`src/rtl/serial_add_pkg.sv`:
```
// Shared types for the bit-serial adder controller: FSM state encoding and
// the default carry-in used for plain addition.
package serial_add_pkg;

    typedef enum logic [1:0] {
        IDLE = 2'd0,
        RUN  = 2'd1,
        DONE = 2'd2
    } state_t;

    localparam logic CIN_ADD = 1'b0;

endpackage

```
`src/rtl/serial_add_if.sv`:
```
// Request/result bundle for serial_add_ctrl. Defining SERIAL_ADD_SUB_EN adds
// the 'sub' request bit that selects a-b instead of a+b.
//
// Handshake: 'start' is a request sampled only while the controller is idle;
// a/b (and sub) are captured on that accepting edge. 'busy' is high while bits
// are being processed, 'done' is a one-cycle valid pulse for sum/cout, which
// then hold until the next accepted start. There is no backpressure.
interface serial_add_if #(parameter int WIDTH = 8);

    logic             start;
    logic [WIDTH-1:0] a;
    logic [WIDTH-1:0] b;
`ifdef SERIAL_ADD_SUB_EN
    logic             sub;
`endif
    logic             busy;
    logic             done;
    logic [WIDTH-1:0] sum;
    logic             cout;

`ifdef SERIAL_ADD_SUB_EN
    modport master (output start, a, b, sub, input busy, done, sum, cout);
    modport slave  (input start, a, b, sub, output busy, done, sum, cout);
`else
    modport master (output start, a, b, input busy, done, sum, cout);
    modport slave  (input start, a, b, output busy, done, sum, cout);
`endif

endinterface

```
`src/rtl/serial_add_bit.sv`:
```
// Combinational full-adder cell made of two XOR/AND half-add stages; the
// controller feeds it one operand bit pair per clock.
module serial_add_bit (
    input  logic a,
    input  logic b,
    input  logic ci,
    output logic s,
    output logic co
);

    logic h1_s, h1_c, h2_c;

    assign h1_s = a ^ b;
    assign h1_c = a & b;
    assign s    = h1_s ^ ci;
    assign h2_c = h1_s & ci;
    assign co   = h1_c | h2_c;

endmodule

```
`src/rtl/serial_add_ctrl.sv`:
```
// Bit-serial adder controller: LSB-first, one bit per clock through a single
// full-adder cell. Optional SERIAL_ADD_SUB_EN adds a subtract mode (a + ~b + 1).
module serial_add_ctrl
    import serial_add_pkg::*;
#(
    parameter int WIDTH = 8
) (
    input  logic          clk,
    input  logic          rst_n,
    serial_add_if.slave   bus,
    output state_t        state
);

    localparam int CNT_W = $clog2(WIDTH);
    localparam logic [CNT_W-1:0] LAST = CNT_W'(WIDTH - 1);

    logic [WIDTH-1:0] sh_a;
    logic [WIDTH-1:0] sh_b;
    logic [WIDTH-1:0] sum_q;
    logic [CNT_W-1:0] cnt;
    logic             carry;
    logic             cout_q;
    logic             busy_q;
    logic             done_q;

    logic [WIDTH-1:0] load_b;
    logic             load_ci;
    logic             bit_s;
    logic             bit_co;

`ifdef SERIAL_ADD_SUB_EN
    // Subtraction is a + ~b + 1, so cout=1 means no borrow.
    assign load_b  = bus.sub ? ~bus.b : bus.b;
    assign load_ci = bus.sub;
`else
    assign load_b  = bus.b;
    assign load_ci = CIN_ADD;
`endif

    serial_add_bit u_bit (
        .a  (sh_a[0]),
        .b  (sh_b[0]),
        .ci (carry),
        .s  (bit_s),
        .co (bit_co)
    );

    always_ff @(posedge clk or negedge rst_n) begin
        if (!rst_n) begin
            state  <= IDLE;
            sh_a   <= '0;
            sh_b   <= '0;
            sum_q  <= '0;
            cnt    <= '0;
            carry  <= 1'b0;
            cout_q <= 1'b0;
            busy_q <= 1'b0;
            done_q <= 1'b0;
        end else begin
            case (state)
                IDLE: begin
                    done_q <= 1'b0;
                    if (bus.start) begin
                        sh_a   <= bus.a;
                        sh_b   <= load_b;
                        carry  <= load_ci;
                        cnt    <= '0;
                        busy_q <= 1'b1;
                        state  <= RUN;
                    end
                end
                RUN: begin
                    // New bit enters at the MSB so the LSB-first result lands aligned.
                    sum_q <= {bit_s, sum_q[WIDTH-1:1]};
                    carry <= bit_co;
                    sh_a  <= sh_a >> 1;
                    sh_b  <= sh_b >> 1;
                    if (cnt == LAST) begin
                        cout_q <= bit_co;
                        cnt    <= '0;
                        busy_q <= 1'b0;
                        done_q <= 1'b1;
                        state  <= DONE;
                    end else begin
                        cnt <= cnt + CNT_W'(1);
                    end
                end
                DONE: begin
                    done_q <= 1'b0;
                    state  <= IDLE;
                end
                default: begin
                    busy_q <= 1'b0;
                    done_q <= 1'b0;
                    state  <= IDLE;
                end
            endcase
        end
    end

    assign bus.busy = busy_q;
    assign bus.done = done_q;
    assign bus.sum  = sum_q;
    assign bus.cout = cout_q;

endmodule

```
`src/flat_wrapper.sv`:
```
// flat-port wrapper written by rule: the top's interface ports become plain ports
module serial_add_ctrl_flat import serial_add_pkg::*;
#(
    parameter int WIDTH = 8
)
  (clk, rst_n, state, bus_start, bus_a, bus_b, bus_busy, bus_done, bus_sum, bus_cout);
  serial_add_if #(.WIDTH(WIDTH)) bus_i ();
  input  logic clk;
  input  logic rst_n;
  output state_t state;
  input wire logic [$bits(bus_i.start)-1:0] bus_start;
  input wire logic [$bits(bus_i.a)-1:0] bus_a;
  input wire logic [$bits(bus_i.b)-1:0] bus_b;
  output wire logic [$bits(bus_i.busy)-1:0] bus_busy;
  output wire logic [$bits(bus_i.done)-1:0] bus_done;
  output wire logic [$bits(bus_i.sum)-1:0] bus_sum;
  output wire logic [$bits(bus_i.cout)-1:0] bus_cout;
  assign bus_i.start = bus_start;
  assign bus_i.a = bus_a;
  assign bus_i.b = bus_b;
  assign bus_busy = bus_i.busy;
  assign bus_done = bus_i.done;
  assign bus_sum = bus_i.sum;
  assign bus_cout = bus_i.cout;
  serial_add_ctrl #(.WIDTH(WIDTH)) u_core (.clk(clk), .rst_n(rst_n), .bus(bus_i), .state(state));
endmodule
```
`config.mk`:
```
export PLATFORM = sky130hd
export DESIGN_NAME = serial_add_ctrl_flat
export DESIGN_NICKNAME = d
export VERILOG_FILES = /design/src/rtl/serial_add_pkg.sv /design/src/rtl/serial_add_if.sv /design/src/rtl/serial_add_bit.sv /design/src/rtl/serial_add_ctrl.sv /design/src/flat_wrapper.sv
export SDC_FILE = /design/constraint.sdc
export NUM_CORES = 1
export LEC_CHECK = 0
export CORE_AREA = 2 2 61 69
export CTS_CLUSTER_DIAMETER = 100
export DETAILED_ROUTE_END_ITERATION = 8
export DIE_AREA = 0 0 63 71
export PLACE_DENSITY = 0.62
export SYNTH_ARGS = -nofsm -noshare
export SYNTH_HDL_FRONTEND = slang
export SYNTH_SLANG_ARGS = --single-unit
```
`constraint.sdc`:
```
create_clock -name clk -period 4.22 [get_ports clk]
set_input_delay 0.633 -clock clk [delete_from_list [all_inputs] [get_ports clk]]
set_output_delay 0.633 -clock clk [all_outputs]
set_load 0.05 [all_outputs]
```
* After elaboration in Yosys (flattened, before gate mapping) *
Index checks and enable logic that the tools add are counted.

storage, ports and cells
  bits in registers = 33
  input port bits = 19
  output and inout bits = 13
  logic and storage cells = 44

operators by class
  add/subtract/negate cells = 1
  equal/unequal tests = 5
  mux-type cells = 17
  bitwise operators = 6
  reductions and logical operators = 6

operators with widths
  operator                                              number
  case mux 8 bit (2 select lines)                       2
  2-to-1 mux 8 bit                                      2
  2-to-1 mux 3 bit                                      2
  case mux 3 bit (2 select lines)                       1
  AND reduction 2 bit                                   3
  2-to-1 mux 1 bit                                      5
  2-to-1 mux 2 bit                                      2
  case mux 2 bit (2 select lines)                       1
  adder 3 x 1 -> 3 bit (second input constant)          1
  equality test 3 bit (second input constant)           1
  case mux 1 bit (3 select lines)                       1
  AND reduction 3 bit                                   1
  bitwise AND 1 bit                                     2
  equality test 2 x 1 -> 1 bit (second input constant)  1
  equality test 2 bit (second input constant)           1
  zero test 2 bit                                       1
  != test 2 x 1 -> 1 bit (second input constant)        1
  != test 2 bit (second input constant)                 1
  case mux 1 bit (2 select lines)                       1
  nonzero test 2 bit                                    1
  bitwise XOR 1 bit                                     2
  NOT 1 bit                                             1
  bitwise OR 1 bit                                      1

* Logic depth before layout (Yosys ltp) *
  word-level depth = 4
  mapped depth = 6
  mapped depth without buffers = 5

* Hierarchy *
From an unflattened synthesis, not the netlist that was laid out.

unflattened totals
  cells, all modules = 147
  area total of the unflattened synthesis = 1,585.3 um^2

by module, submodules not included
  module           times used  cells an instance  area an instance (um^2)  sequential area each (um^2)
  serial_add_ctrl  1           146                1,565.3                  825.8
  serial_add_bit   1           1                  20.0                     0.0

* Worst setup path after synthesis *
No wires, ideal clock.

  path kind = register -> register
  start point = register u_core.state[0]
  end point = register u_core.cout_q, in the netlist u_core.bus.cout
  library setup time = 0.125 ns
  arrival time = 1.481 ns
  data required time = 4.095 ns
  setup slack = 2.614 ns
  cell stages (with the launch flop) = 6
  buffers on the path = 2
  clock period less this slack = 1.606 ns
  cells stage by stage = dfrtp_1 -> buf_6 -> nor2b_4 -> buf_6 -> and2_4 -> mux2_4

on the way
  longest elaborated chain between the ends = 2

RTL lines
  element                        line                   RTL
  start, declared                serial_add_ctrl.sv:11  output state_t state
  start signal, assigned         serial_add_ctrl.sv:50  state <= IDLE;
  start signal, assigned         serial_add_ctrl.sv:69  state <= RUN;
  start signal, assigned         serial_add_ctrl.sv:83  state <= DONE;
  equality test 2 x 1 -> 1 bit   serial_add_ctrl.sv:60  case (state)
  AND reduction 2 bit (no line)  -
  end signal, assigned           serial_add_ctrl.sv:79  cout_q <= bit_co;
  end, declared                  serial_add_ctrl.sv:22  logic cout_q;

No other way between the ends.
A chain may end at the register's enable or synchronous reset.

* Worst setup path after layout *
  start point = register u_core.state[1]
  end point = output state[1]

RTL lines
  element        line                RTL
  end, declared  flat_wrapper.sv:10  output state_t state;

No word-level cell between the ends.

==> results.json <==
{
  "run_status": "finished clean",
  "slew_headroom_pct": 45.8,
  "cts.hold.buffers_added": 0,
  "postPlaceCellArea_um2": 1800,
  "die-area_um2": 4470,
  "critical-path-max-stage-delay_ns": 0.94,
  "clock_tree_from_tritoncts": "yes",
  "largest_area_contributor_in_the_netlist": "dfrtp_1",
  "final.min_clock_period_ns": 2.73,
  "antenna_left": 0,
  "dr.first_iter.drc_count": 47,
  "viasPerCell": 5.11,
  "tns_ns": 0,
  "crit_arrival_ns": 2.10,
  "post_cts.repair.setup_buffers": 0,
  "groute.usage.overall_pct": 15.3,
  "clk_pin_slew_worst_paths_ns": 0.07,
  "yosysTopAreaCellShare_pct": 56.3,
  "routed-wl-met2_um": 1560,
  "power.leakage_uw": 0.000823,
  "start_kind": "register",
  "final-max-slew-violation-count": 0,
  "setup_repair_after_global_routing_missed_its_margin": "no",
  "synth_cell_types": 25,
  "post_drt_wl_per_cell_um": 13.9,
  "final_common_cell": "dfrtp_1",
  "report.final.setup_viol": 0,
  "floorplan.rows": 24,
  "coreArea_um2": 3810,
  "postSynthAreaPerCell_um2": 11.1,
  "cells_taking_the_most_area_after_synthesis": "dfrtp_1 (56%), o22a_1 (9.5%), nand2_1 (8.2%)",
  "htreeDepth": 2,
  "grt_first_pass_wirelength_um": 5330,
  "min_path_type": "reg2reg",
  "timing.final.crit_share_pct": 64.7,
  "detailedPlace.worstSlack_ns": 1.78,
  "share_of_post_route_cells_with_drive_strength_above_1_pct": 9.09,
  "postLayoutCellArea_um2": 1890,
  "cap_violations": 0,
  "finalWirelength_um": 3020,
  "cts-resized-gates": 0,
  "worst_setup_path_end_kind": "primary output",
  "ios": 32,
  "first_global_vias": 1156,
  "final_util_pct": 49.4,
  "synth_seq_cells": 33,
  "maximum_root_to_sink_buffer_count": 2,
  "cts-buffers-inserted": 5,
  "dpl.hpwl_um": 2120,
  "drt_pre_antenna_iters": 4,
  "synthesis.nets": 154,
  "highest_count_cells_in_the_layout_ignoring_fill_and_taps": "dfrtp_1 (33), nand2_1 (32), clkdlybuf4s50_1 (31)",
  "final_net_count": 186,
  "timing.critical_path.fanout_max": 26,
  "power_density_nw_per_um2": 798,
  "final_hold_viol_count": 0,
  "n_diodes": 0,
  "place.gp.congestion": 0.733,
  "syn_inst": 132,
  "synth-seq-area-share_pct": 56.3,
  "post_route_m1_wl_um": 1310,
  "areaGrowthSynthToFinish_pct": 28.5,
  "post_synthesis_instance_area_um2": 1470,
  "largest_net_degree_at_the_start_of_global_routing": 34,
  "final.fill_count": 370,
  "insertion_delay_ns": 0.28,
  "vias": 1108,
  "tightest_slew_ns": 0.813,
  "timing.critical_path.max_delay_family": "buffers and inverters",
  "cp_cell_sequence": "clkdlybuf4s50_1",
  "grt_antenna_before_repair": 0,
  "yosysWarnings": 0,
  "timing.critical_path.required_ns": 3.59,
  "overall_overflow_remaining_after_global_route": 0,
  "cts_root_buf": "clkbuf_8",
  "tritoncts_num_sinks": 33,
  "max_stage_delay_cell_worst_path": "clkdlybuf4s50_1",
  "routed.top_layer": "met4",
  "port_buffers": 31,
  "die_width_um": 63,
  "met3_wirelength_um": 120,
  "drt_drc_violations_left": 0,
  "path_buf_inv": 1,
  "final.setup_skew_ns": 0.00620,
  "initial_core_utilization_pct": 38.5,
  "timing.final.ws_setup_ns": 1.49,
  "kind_of_critical_path": "reg2out",
  "fp.dieH_um": 71,
  "maximum_vdd_drop_v": 0.000315,
  "maxClockFrequency_ghz": 0.366
}
layer usage:
metal,up-vias,global-route usage [%]
met5,-,0
met4,0,7.65
met3,4,2.86
met2,28,26.6
met1,547,18.0
li1,529,-
final cells by class:
class | count | area, µm² | share of cell area (%)
Timing Repair Buffer | 32 | 318 | 16.9
Clock inverter | 2 | 10.0 | 0.531
Inverter | 1 | 3.75 | 0.199
Clock buffer | 6 | 72.6 | 3.85
Sequential cell | 33 | 826 | 43.8
Tap cell | 52 | 65.1 | 3.45
Multi-Input combinational cell | 91 | 591 | 31.3
worst paths after layout:
kind	from	end	slack [ns]	depth (start not counted)
min reg2reg	u_core.bus.sum[0]$_DFFE_PN0P_	u_core.bus.sum[0]$_DFFE_PN0P_	0.49	2
min in group asynchronous	rst_n	u_core.bus.sum[1]$_DFFE_PN0P_	0.75	2
max	u_core.state[1]$_DFFE_PN0P_	state[1]	1.49	1
max in group asynchronous	rst_n	u_core.sh_a[3]$_DFFE_PN0P_	3.17	2
max reg2reg	u_core.state[1]$_DFFE_PN0P_	u_core.bus.cout$_DFFE_PN0P_	2.45	3
min	u_core.bus.sum[0]$_DFFE_PN0P_	u_core.bus.sum[0]$_DFFE_PN0P_	0.49	2
where the power goes:
group | switching [µW] | internal (µW)
Clock | 110 | 114
Sequential | 116 | 462
Combinational | 400 | 301
Total | 627 | 877
through the flow:
| stage | std cells | total power, µW | hold slack, ns |
|---|---|---|---|
| after detailed placement | 209 | 1290 | 0.483 |
| after global placement | 209 | 1270 | 0.461 |
| after floorplan | 132 | 1100 | 0.337 |
| after CTS | 217 | 1530 | 0.500 |
| after global routing | 217 | 1620 | 0.513 |
| final | 217 | 1500 | 0.487 |
cells by family (layout without fill, tap and decap cells):
kind of cell | Yosys count | in the layout | share of synthesized area, %
flip-flops | 33 | 33 | 56.3
buffers and inverters | 8 | 41 | 3.49
AO/OA/AOI/OAI | 32 | 32 | 18.0
multiplexers | 1 | 1 | 1.02
adder cells (fa/ha/maj) | 3 | 3 | 3.07
AND/OR/NAND/NOR | 55 | 55 | 18.2
synthesized netlist by cell type:
master,instances
nand3b_1,6
fa_1,1
nand3_1,4
nor2b_4,1
mux2_4,1
a21oi_1,1
nor2_1,4
a32o_1,1
nand2_1,32
a22o_1,3
o22a_1,16
o221a_2,2
o31ai_1,1
buf_2,5
clkinv_1,1
and2_4,1
o21bai_1,1
nor2_2,2
a22oi_1,4
dfrtp_1,33
ha_1,2
nor2b_1,2
buf_6,2
o21ai_0,3
nand2b_1,3
sequential cells by signal, indices dropped and copies added, names as in the netlist:
signal and flops:
u_core.bus.done 1, u_core.cnt 3, u_core.sh_b 8, u_core.bus.sum 8, u_core.state 2, u_core.carry 1, u_core.sh_a 8, u_core.bus.busy 1
u_core.bus.cout 1
Power figures use the tool's default switching activity.
==> RTL change: new RTL, same flow settings <==
`WIDTH` is set to 8 in 3 places; all go to 4.
--- a/src/rtl/serial_add_if.sv
+++ b/src/rtl/serial_add_if.sv
@@ -7,3 +7,3 @@
 // then hold until the next accepted start. There is no backpressure.
-interface serial_add_if #(parameter int WIDTH = 8);
+interface serial_add_if #(parameter int WIDTH = 4);
 
--- a/src/rtl/serial_add_ctrl.sv
+++ b/src/rtl/serial_add_ctrl.sv
@@ -5,3 +5,3 @@
 #(
-    parameter int WIDTH = 8
+    parameter int WIDTH = 4
 ) (
--- a/src/flat_wrapper.sv
+++ b/src/flat_wrapper.sv
@@ -3,3 +3,3 @@
 #(
-    parameter int WIDTH = 8
+    parameter int WIDTH = 4
 )
Ports: changed (resized bus_a, bus_b and bus_sum); port bits go from 32 to 20. No check against the original RTL was run, so the function may have changed too.
==> RTL change against the original RTL <==
Worst setup slack improved by 0.44 ns. Critical path depth stayed put. Cell area is 38% lower. Synthesized area down 41%. Total power fell by 35%. Clock power down 34%. Combinational power shrank 31%. Register-to-register slack improved by 0.42 ns. Sequential cell count decreased by 13. Wire length fell by 37%.
==> RTL change: results (changes against the original RTL) <==
Clocking
  • Clk Latency, worst-skew pair: 0.26 ns (was 0.28 ns)
  • Total CTS buffers: 3 (was 5)
  • H-tree depth: 1 (was 2)
  • Clk buf depth: 2 (unchanged)

Worst setup path
  • Crit Reg-Reg Startpoint: u_core.state[0]$_DFFE_PN0P_ (was u_core.state[1]$_DFFE_PN0P_)
  • Max incr delay on CP: 0.87 ns (was 0.94 ns)
  • Critical Path AT: 1.65 ns (was 2.10 ns)
  • Crit-path max FO: 9 (was 26)

Placed design
  • Dpl ws: 2.22 ns (was 1.78 ns)
  • Routability Congestion: 0.750 (was 0.733)
  • I/O Buffers: 19 (was 31)
  • Post-DP HPWL: 1360 um (was 2120 um)
  • Placed insts: 152 (was 209)
  • Placed Instance Area: 0.00111 mm2 (was 0.00180 mm2)

GRT
  • Via count of the first global-routing pass: 699 (was 1,156)
  • Antenna violations before repair: 0 (unchanged)
  • M2 GR Usage: 14.4% (was 26.6%)
  • Largest net degree at the start of global routing: 21 (was 34)
  • Met3 GRT Util: 2.23% (was 2.86%)
  • Met1 GRT Util: 13.0% (was 18.0%)
  • First-pass GRT wire length: 3340 um (was 5330 um)
  • Total GRT Usage: 9.77% (was 15.3%)

Drt
  • Detailed Route Iter0 Violations: 16 (was 47)
  • Routed met3 length: 86 um (was 120 um)
  • Routed vias/inst: 4.32 (was 5.11)
  • Metal1 wirelength: 893 um (was 1310 um)
  • Drt wl/cell: 12.2 um (was 13.9 um)
  • Routed wl met2: 871 um (was 1560 um)

Cells and area
  • Share of cells above drive strength 1: 7.69% (was 9.09%)
  • # nets final: 118 (was 186)
  • Non-filler cells, final: 156 (was 217)

Yosys
  • Synth area leaders: dfrtp_1, o22ai_1, nand2_1 (was dfrtp_1, o22a_1, nand2_1)
  • Net count after synthesis: 96 (was 154)
  • Sequential fraction of the synthesis area: 57.4% (was 56.3%)
  • Async SR Flop Fraction: 100% (unchanged)
  • Top cells by count, synth: dfrtp_1, nand2_1, o22ai_1 (was dfrtp_1, nand2_1, o22a_1)
  • Syn Inst Count: 83 (was 132)

Power and ir drop
  • Logic pwr share: 49.0% (was 46.6%)
  • Sw power: 430 uW (was 627 uW)
  • Max VDD drop: 416 uV (was 315 uV)
  • Pleak: 0.000514 uW (was 0.000823 uW)
  • Cell Pwr Density: 841 mW/mm2 (was 798 mW/mm2)
  • Clock share of power: 15.0%

Outcome
  • Outcome: completed (unchanged)

Min path
  • Startpoint of the worst hold path: u_core.bus.sum[0]$_DFFE_PN0P_ (unchanged)

Timing
  • Clock Skew: 0.00436 ns (was 0.00620 ns)
  • Least-Margin Pin Slew: 0.888 ns (was 0.813 ns)
## RTL change: path summary, 6_finish.rpt
check / endpoint / slack (ns)
setup / recovery: state[1] / 1.93
hold / removal: u_core.bus.sum[0]$_DFFE_PN0P_ / 0.48
setup reg to reg: u_core.bus.cout$_DFFE_PN0P_ / 2.87
hold reg to reg: u_core.bus.sum[0]$_DFFE_PN0P_ / 0.48
max in group asynchronous: u_core.bus.sum[3]$_DFFE_PN0P_ / 2.80
min in group asynchronous: u_core.sh_a[1]$_DFFE_PN0P_ / 0.87
## RTL change: kinds of logic after synthesis
logic type	share of synthesized area, %
buf+inv	2.73
mux	1.72
flops	57.4
fa+ha+maj	3.73
simple gates	16.5
compound gates	17.9
## RTL change: final cells by class
type | instances | area, um2
fillers | 426 | 2640
well taps | 52 | 65.1
inverters | 3 | 11.3
repair buffers | 19 | 190
flip-flops and latches | 20 | 500
clock buffers | 4 | 55.1
multi-input cells | 58 | 348
